## src/rtl/up_link_merger_pkg.sv

```systemverilog
// up_link_merger_pkg: shared beat width default and source-tag width helper for the root hub up/down paths
package up_link_merger_pkg;
  localparam int DATA_WIDTH_DEF = 64;
  function automatic int src_w(input int n);
    return (n > 1) ? $clog2(n) : 1;
  endfunction
endpackage

```

## src/rtl/up_link_merger_if.sv

```systemverilog
// up_link_merger_if: per-leaf up_rx_* streams in, merged_tx_* tagged stream out, beat_count; master = environment, slave = merger
interface up_link_merger_if
  import up_link_merger_pkg::*;
#(
  parameter int NUM_LEAVES = 4,
  parameter int DATA_WIDTH = DATA_WIDTH_DEF,
  parameter int SRC_W = src_w(NUM_LEAVES)
);
  logic [DATA_WIDTH*NUM_LEAVES-1:0] up_rx_data;
  logic [NUM_LEAVES-1:0] up_rx_valid;
  logic [NUM_LEAVES-1:0] up_rx_ready;
  logic [DATA_WIDTH-1:0] merged_tx_data;
  logic [SRC_W-1:0] merged_tx_src;
  logic merged_tx_valid;
  logic merged_tx_ready;
  logic [31:0] beat_count;
  modport master (
    output up_rx_data, up_rx_valid, merged_tx_ready,
    input up_rx_ready, merged_tx_data, merged_tx_src, merged_tx_valid, beat_count
  );
  modport slave (
    input up_rx_data, up_rx_valid, merged_tx_ready,
    output up_rx_ready, merged_tx_data, merged_tx_src, merged_tx_valid, beat_count
  );
endinterface

```

## src/rtl/up_link_merger_link_skid_buffer.sv

```systemverilog
// link_skid_buffer: 2-entry valid/ready FIFO with registered ready; in_* from leaf, out_data/out_valid head, pop from arbiter
module link_skid_buffer #(
  parameter int WIDTH = 64
) (
  input  logic clk,
  input  logic reset,
  input  logic [WIDTH-1:0] in_data,
  input  logic in_valid,
  output logic in_ready,
  output logic [WIDTH-1:0] out_data,
  output logic out_valid,
  input  logic pop
);
  logic [WIDTH-1:0] mem [2];
  logic [1:0] cnt, cnt_next;
  logic wp, rp, push;
  assign push = in_valid && in_ready;
  assign cnt_next = cnt + {1'b0, push} - {1'b0, pop};
  assign out_valid = cnt != 2'd0;
  assign out_data = mem[rp];
  always_ff @(posedge clk or posedge reset)
    if (reset) begin
      mem[0] <= '0;
      mem[1] <= '0;
      cnt <= 2'd0;
      wp <= 1'b0;
      rp <= 1'b0;
      in_ready <= 1'b0;
    end else begin
      if (push) begin
        mem[wp] <= in_data;
        wp <= !wp;
      end
      if (pop) rp <= !rp;
      cnt <= cnt_next;
      in_ready <= (cnt_next <= 2'd1);
    end
endmodule

```

## src/rtl/up_link_merger.sv

```systemverilog
// up_link_merger: round-robin merge of per-leaf skid-buffered streams into one registered, source-tagged stream; ports clk, reset, bus (slave)
module up_link_merger
  import up_link_merger_pkg::*;
#(
  parameter int NUM_LEAVES = 4,
  parameter int DATA_WIDTH = DATA_WIDTH_DEF,
  parameter int SRC_W = src_w(NUM_LEAVES)
) (
  input logic clk,
  input logic reset,
  up_link_merger_if.slave bus
);
  logic [NUM_LEAVES-1:0] ne, pop, rdy;
  logic [DATA_WIDTH-1:0] head [NUM_LEAVES];
  logic [DATA_WIDTH-1:0] dat;
  logic [SRC_W-1:0] ptr, gnt, gi, src;
  logic vld, found, load;
  logic [31:0] cnt;
  int idx;
  for (genvar i = 0; i < NUM_LEAVES; i++) begin : g_leaf
    link_skid_buffer #(.WIDTH(DATA_WIDTH)) u_skid (
      .clk(clk),
      .reset(reset),
      .in_data(bus.up_rx_data[i*DATA_WIDTH +: DATA_WIDTH]),
      .in_valid(bus.up_rx_valid[i]),
      .in_ready(rdy[i]),
      .out_data(head[i]),
      .out_valid(ne[i]),
      .pop(pop[i])
    );
  end
  // scan downward so the closest non-empty leaf at or after ptr is written last and wins
  always_comb begin
    gnt = '0;
    gi = '0;
    found = 1'b0;
    idx = 0;
    for (int k = NUM_LEAVES - 1; k >= 0; k--) begin
      idx = (int'(ptr) + k) % NUM_LEAVES;
      gi = SRC_W'(idx);
      if (ne[gi]) begin
        gnt = gi;
        found = 1'b1;
      end
    end
  end
  assign load = (!vld || bus.merged_tx_ready) && found;
  always_comb begin
    pop = '0;
    pop[gnt] = load;
  end
  always_ff @(posedge clk or posedge reset)
    if (reset) begin
      vld <= 1'b0;
      dat <= '0;
      src <= '0;
      ptr <= '0;
      cnt <= '0;
    end else begin
      if (load) begin
        vld <= 1'b1;
        dat <= head[gnt];
        src <= gnt;
        ptr <= (gnt == SRC_W'(NUM_LEAVES - 1)) ? '0 : gnt + 1'b1;
      end else if (bus.merged_tx_ready) vld <= 1'b0;
      if (vld && bus.merged_tx_ready) cnt <= cnt + 32'd1;
    end
  assign bus.up_rx_ready = rdy;
  assign bus.merged_tx_data = dat;
  assign bus.merged_tx_src = src;
  assign bus.merged_tx_valid = vld;
  assign bus.beat_count = cnt;
endmodule

```

## src/flat_wrapper.sv

```systemverilog
// flat-port wrapper written by rule: the top's interface ports become plain ports
module up_link_merger_flat import up_link_merger_pkg::*;
#(
  parameter int NUM_LEAVES = 4,
  parameter int DATA_WIDTH = DATA_WIDTH_DEF,
  parameter int SRC_W = src_w(NUM_LEAVES)
)
  (clk, reset, bus_up_rx_data, bus_up_rx_valid, bus_merged_tx_ready, bus_up_rx_ready, bus_merged_tx_data, bus_merged_tx_src, bus_merged_tx_valid, bus_beat_count);
  up_link_merger_if #(.NUM_LEAVES(NUM_LEAVES), .DATA_WIDTH(DATA_WIDTH), .SRC_W(SRC_W)) bus_i ();
  input logic clk;
  input logic reset;
  input wire logic [$bits(bus_i.up_rx_data)-1:0] bus_up_rx_data;
  input wire logic [$bits(bus_i.up_rx_valid)-1:0] bus_up_rx_valid;
  input wire logic [$bits(bus_i.merged_tx_ready)-1:0] bus_merged_tx_ready;
  output wire logic [$bits(bus_i.up_rx_ready)-1:0] bus_up_rx_ready;
  output wire logic [$bits(bus_i.merged_tx_data)-1:0] bus_merged_tx_data;
  output wire logic [$bits(bus_i.merged_tx_src)-1:0] bus_merged_tx_src;
  output wire logic [$bits(bus_i.merged_tx_valid)-1:0] bus_merged_tx_valid;
  output wire logic [$bits(bus_i.beat_count)-1:0] bus_beat_count;
  assign bus_i.up_rx_data = bus_up_rx_data;
  assign bus_i.up_rx_valid = bus_up_rx_valid;
  assign bus_i.merged_tx_ready = bus_merged_tx_ready;
  assign bus_up_rx_ready = bus_i.up_rx_ready;
  assign bus_merged_tx_data = bus_i.merged_tx_data;
  assign bus_merged_tx_src = bus_i.merged_tx_src;
  assign bus_merged_tx_valid = bus_i.merged_tx_valid;
  assign bus_beat_count = bus_i.beat_count;
  up_link_merger #(.NUM_LEAVES(NUM_LEAVES), .DATA_WIDTH(DATA_WIDTH), .SRC_W(SRC_W)) u_core (.clk(clk), .reset(reset), .bus(bus_i));
endmodule
```

## config.mk

```make
export PLATFORM = sky130hd
export DESIGN_NAME = up_link_merger_flat
export DESIGN_NICKNAME = d
export VERILOG_FILES = /design/src/rtl/up_link_merger_pkg.sv /design/src/rtl/up_link_merger_if.sv /design/src/rtl/up_link_merger_link_skid_buffer.sv /design/src/rtl/up_link_merger.sv /design/src/flat_wrapper.sv
export SDC_FILE = /design/constraint.sdc
export NUM_CORES = 1
export LEC_CHECK = 0
export ABC_AREA = 1
export ABC_CLOCK_PERIOD_IN_PS = 48000
export CORE_MARGIN = 2
export CORE_UTILIZATION = 50
export DETAILED_ROUTE_END_ITERATION = 8
export PLACE_DENSITY = 0.73
export SLEW_MARGIN = 20
export SYNTH_ARGS = -nofsm -noshare
export SYNTH_HDL_FRONTEND = slang
export SYNTH_SLANG_ARGS = --single-unit
export TNS_END_PERCENT = 5
```

## constraint.sdc

```tcl
create_clock -name clk -period 48 [get_ports clk]
set_input_delay 7.2 -clock clk [delete_from_list [all_inputs] [get_ports clk]]
set_output_delay 7.2 -clock clk [all_outputs]
set_load 0.02 [all_outputs]
```

==> flow_summary_export.csv <==
group,metric,value,unit
run_status,status,"finished clean",
yosys,post_synth_edffs,0,
yosys,synth_seq_cells,633,
worst_setup_path,critPathCaptureType,"asynchronous set/reset pin",
power_and_ir_drop,power_leakage,17.8,nW
finish,ratio_of_cells_with_drive_above_1_in_the_final_layout,0.0434,
finish,fin_area,35200,um^2
cts,cts_resized,0,
place,dp_slack,37.86,ns
hold_path,worstHoldPathType,"flop to flop",
power_and_ir_drop,total_power,0.00269,W
grt,grt_pass1_vias,22700,
floorplanning,fp.coreArea,56700,um^2
place,placedInstanceArea,32800,um^2
detailed_routing,pre_repair_dr_iteration_count,5,
worst_setup_path,worst_ep_required_time,48.58,ns
worst_setup_path,timing.setup.critical_path_class,"primary input to asynchronous set/reset pin",
finish,fill_cells,4893,
cts,post-cts-setup-buffer-count,0,
floorplanning,fp.dieH,244,um
cts,tritoncts,"yes",
detailed_routing,drt-wirelength-per-cell,18.7,um
yosys,synth_fp_nets,3597,
flow_run,max_cap_violations,0,
cts,insertion_delay,0.60,ns
yosys,syn_std_cell_area,28800,um^2
floorplanning,top_level_port_count,366,
cts,ctsHoldBuffers,0,
worst_setup_path,r2r-end,"u_core.g_leaf[3].u_skid.in_ready$_DFF_PP0_",
cts,cts_max_path_buffers,3,
grt,antenna_violations_before_repair,3,
sta,worst_slew_pin_slew,1.05,ns
worst_setup_path,rr_startpoint,"u_core.g_leaf[1].u_skid.cnt[0]$_DFF_PP0_",
grt,wire_length_of_the_first_global_routing_pass,128,mm
worst_setup_path,cp-endpoint,"u_core.g_leaf[1].u_skid.mem[13]$_DFFE_PP0P_",
yosys,synth_area_per_inst,8.67,um^2
floorplanning,initial_core_util,0.508,
cts,cts_inserted_buffers,69,
grt,grt.overflow.total,0,
worst_setup_path,worstPathArrival,10.00,ns
yosys,synth.yosys.warnings,0,
sta,setup_total_negative_slack,0,ns
place,placer_congestion_estimate,0.838,
worst_setup_path,reg2reg_slack,43.12,ns
detailed_routing,route.detailed.vias_per_inst,5.33,
yosys,synth_top_area_share,0.550,
worst_setup_path,worst_r2r_path_depth,17,
detailed_routing,drt-initial-drc-count,2031,
yosys,syn_inst_count,3321,
detailed_routing,drc_viols,0,
cts,tritoncts_num_sinks,633,
cts,cts-root-buf,"sky130_fd_sc_hd__clkbuf_16",
yosys,synth_flop_cell,"sky130_fd_sc_hd__dfrtp_1",
floorplanning,die_w,244,um
floorplanning,std_cell_rows,87,
worst_setup_path,timing.critical_path.from_type,"primary input",
sta,final.setup_skew,0.0288,ns
grt,grt_max_degree,180,
yosys,yosysSeqAreaShare,0.550,
yosys,synthMostInstantiatedCell,"sky130_fd_sc_hd__nand2_1",
floorplanning,dieArea,59500,um^2
yosys,synth_commonest_cells,"1069 x sky130_fd_sc_hd__nand2_1, 633 x sky130_fd_sc_hd__dfrtp_1, 541 x sky130_fd_sc_hd__o21ai_0",
sta,report.final.setup_viol,0,
sta,timing.final.max_slew_violations,0,
sta,final_min_period_over_clock_period,0.196,
power_and_ir_drop,power_density,76.5,nW/um^2
sta,timing.slew.headroom,0.297,
detailed_routing,routed-via-count,23400,
sta,fmax,0.106,GHz
sta,grt_setup_unrepaired,"no",
sta,fin_crit,9.42,ns
finish,layout.nets,3848,
yosys,synth_async_sr_flop_share,1.00,
grt,grtUsageTotal,0.276,
yosys,ys_top_cells_by_area,"sky130_fd_sc_hd__dfrtp_1 55%, sky130_fd_sc_hd__nand2_1 14%, sky130_fd_sc_hd__o21ai_0 9.4%",
worst_setup_path,path_cells,"clkdlybuf4s50_1, inv_8, buf_4, buf_12",
yosys,netlist-cell-type-count,29,
place,place.port_buffers,365,
detailed_routing,detail_route.wirelength,81.9,mm
sta,whs,0.469,ns
power_and_ir_drop,peakVddDrop,0.0453,mV
cts,cts.clk_slew.worst_paths,0.06,ns
worst_setup_path,critPathMaxFanout,179,
worst_setup_path,critPathSlowestCell,"sky130_fd_sc_hd__buf_4",
worst_setup_path,crit_start,"reset",
worst_setup_path,slowest_delay,0.80,ns
finish,syn2layout_area_growth,22.1,%
sta,setup_ws,38.58,ns
yosys,synthDominantAreaCellType,"sky130_fd_sc_hd__dfrtp_1",
detailed_routing,antenna_violating_nets_post_route,0,
sta,timing.final.hold_violations,0,
cts,cts-htree-levels,3,
place,place_hpwl,53.9,mm
==> area by class of cell <==
| type | count | area (um^2) | share of cell area |
|---|---|---|---|
| Clock buffer | 100 | 2040 | 0.0581 |
| Tap cell | 756 | 946 | 0.0269 |
| Timing Repair Buffer | 389 | 3850 | 0.109 |
| Multi-Input combinational cell | 2181 | 11000 | 0.314 |
| Clock inverter | 18 | 307 | 0.00872 |
| Inverter | 298 | 1130 | 0.0322 |
| Sequential cell | 633 | 15900 | 0.451 |
| Antenna cell | 3 | 7.51 | 0.000213 |
==> critical path, delay by kind of cell <==
family   cells  cell delay, ns
buf+inv      4            2.59
==> cell families (layout without fill, tap and decap cells) <==
group,after synthesis,after routing,share of synthesized area
AOI/OAI and AO/OA,555,555,0.0968
xor gates and xnor gates,42,42,0.0128
adders and majority gates,13,13,0.00565
buffers and inverters,507,805,0.0704
DFF,633,633,0.550
muxes,218,218,0.0758
other,0,3,0
and+or+nand+nor,1353,1353,0.188
==> worst min-delay path by stage <==
stage	start	endpoint	slack (ns)	cells past startpoint
6_report	u_core.bus.beat_count[31]$_DFFE_PP0P_	u_core.bus.beat_count[31]$_DFFE_PP0P_	0.47	1
5_1_grt	u_core.bus.beat_count[31]$_DFFE_PP0P_	u_core.bus.beat_count[31]$_DFFE_PP0P_	0.48	1
4_1_cts	u_core.bus.beat_count[31]$_DFFE_PP0P_	u_core.bus.beat_count[31]$_DFFE_PP0P_	0.48	1
3_5_place_dp	u_core.bus.merged_tx_data[3]$_DFFE_PP0P_	u_core.bus.merged_tx_data[3]$_DFFE_PP0P_	0.47	2
3_3_place_gp	u_core.bus.beat_count[31]$_DFFE_PP0P_	u_core.bus.beat_count[31]$_DFFE_PP0P_	0.46	1
2_1_floorplan	u_core.g_leaf[0].u_skid.mem[100]$_DFFE_PP0P_	u_core.g_leaf[0].u_skid.mem[100]$_DFFE_PP0P_	0.45	2
==> per-layer routing <==
layer  global-route usage  part of all wire
met1                0.362              0.41
met2                0.460              0.49
met4                0.101             0.036
met5                    0                 0
met3               0.0473             0.061
==> power breakdown <==
group | switching [W] | internal, W | leakage (nW) | total [W]
Sequential | 0.000164 | 0.000780 | 7.93 | 0.000944
Clock | 0.000215 | 0.000338 | 1.15 | 0.000552
Combinational | 0.000772 | 0.000422 | 8.75 | 0.00119
Total | 0.00115 | 0.00154 | 17.8 | 0.00269
==> flip-flops by register name, summed over array words and instances (netlist names) <==
signal and flops:
u_core.bus.beat_count 32, u_core.bus.merged_tx_data 64, u_core.bus.merged_tx_src 2, u_core.bus.merged_tx_valid 1, u_core.g_leaf.u_skid.cnt 8, u_core.g_leaf.u_skid.in_ready 4
u_core.g_leaf.u_skid.mem 512, u_core.g_leaf.u_skid.rp 4, u_core.g_leaf.u_skid.wp 4, u_core.ptr 2
==> stage by stage <==
| stage | instances | util |
|---|---|---|
| global placement | 4257 | 0.579 |
| finish | 4378 | 0.620 |
| detailed placement | 4257 | 0.579 |
| CTS | 4375 | 0.620 |
| global route | 4378 | 0.620 |
| floorplan | 3321 | - |
==> cell usage in the layout, fill, tap and decap left out, drive strengths merged, types with 8 or more instances in the layout <==
cell type	n
buf	24
bufinv	8
clkbuf	100
clkdlybuf4s50	365
clkinv	10
dfrtp	633
ha	13
inv	296
mux2i	218
nand2	1072
nand3	227
nand4	8
nor2	32
o21ai	552
xnor2	20
xor2	22
Power figures use the tool's default switching activity.
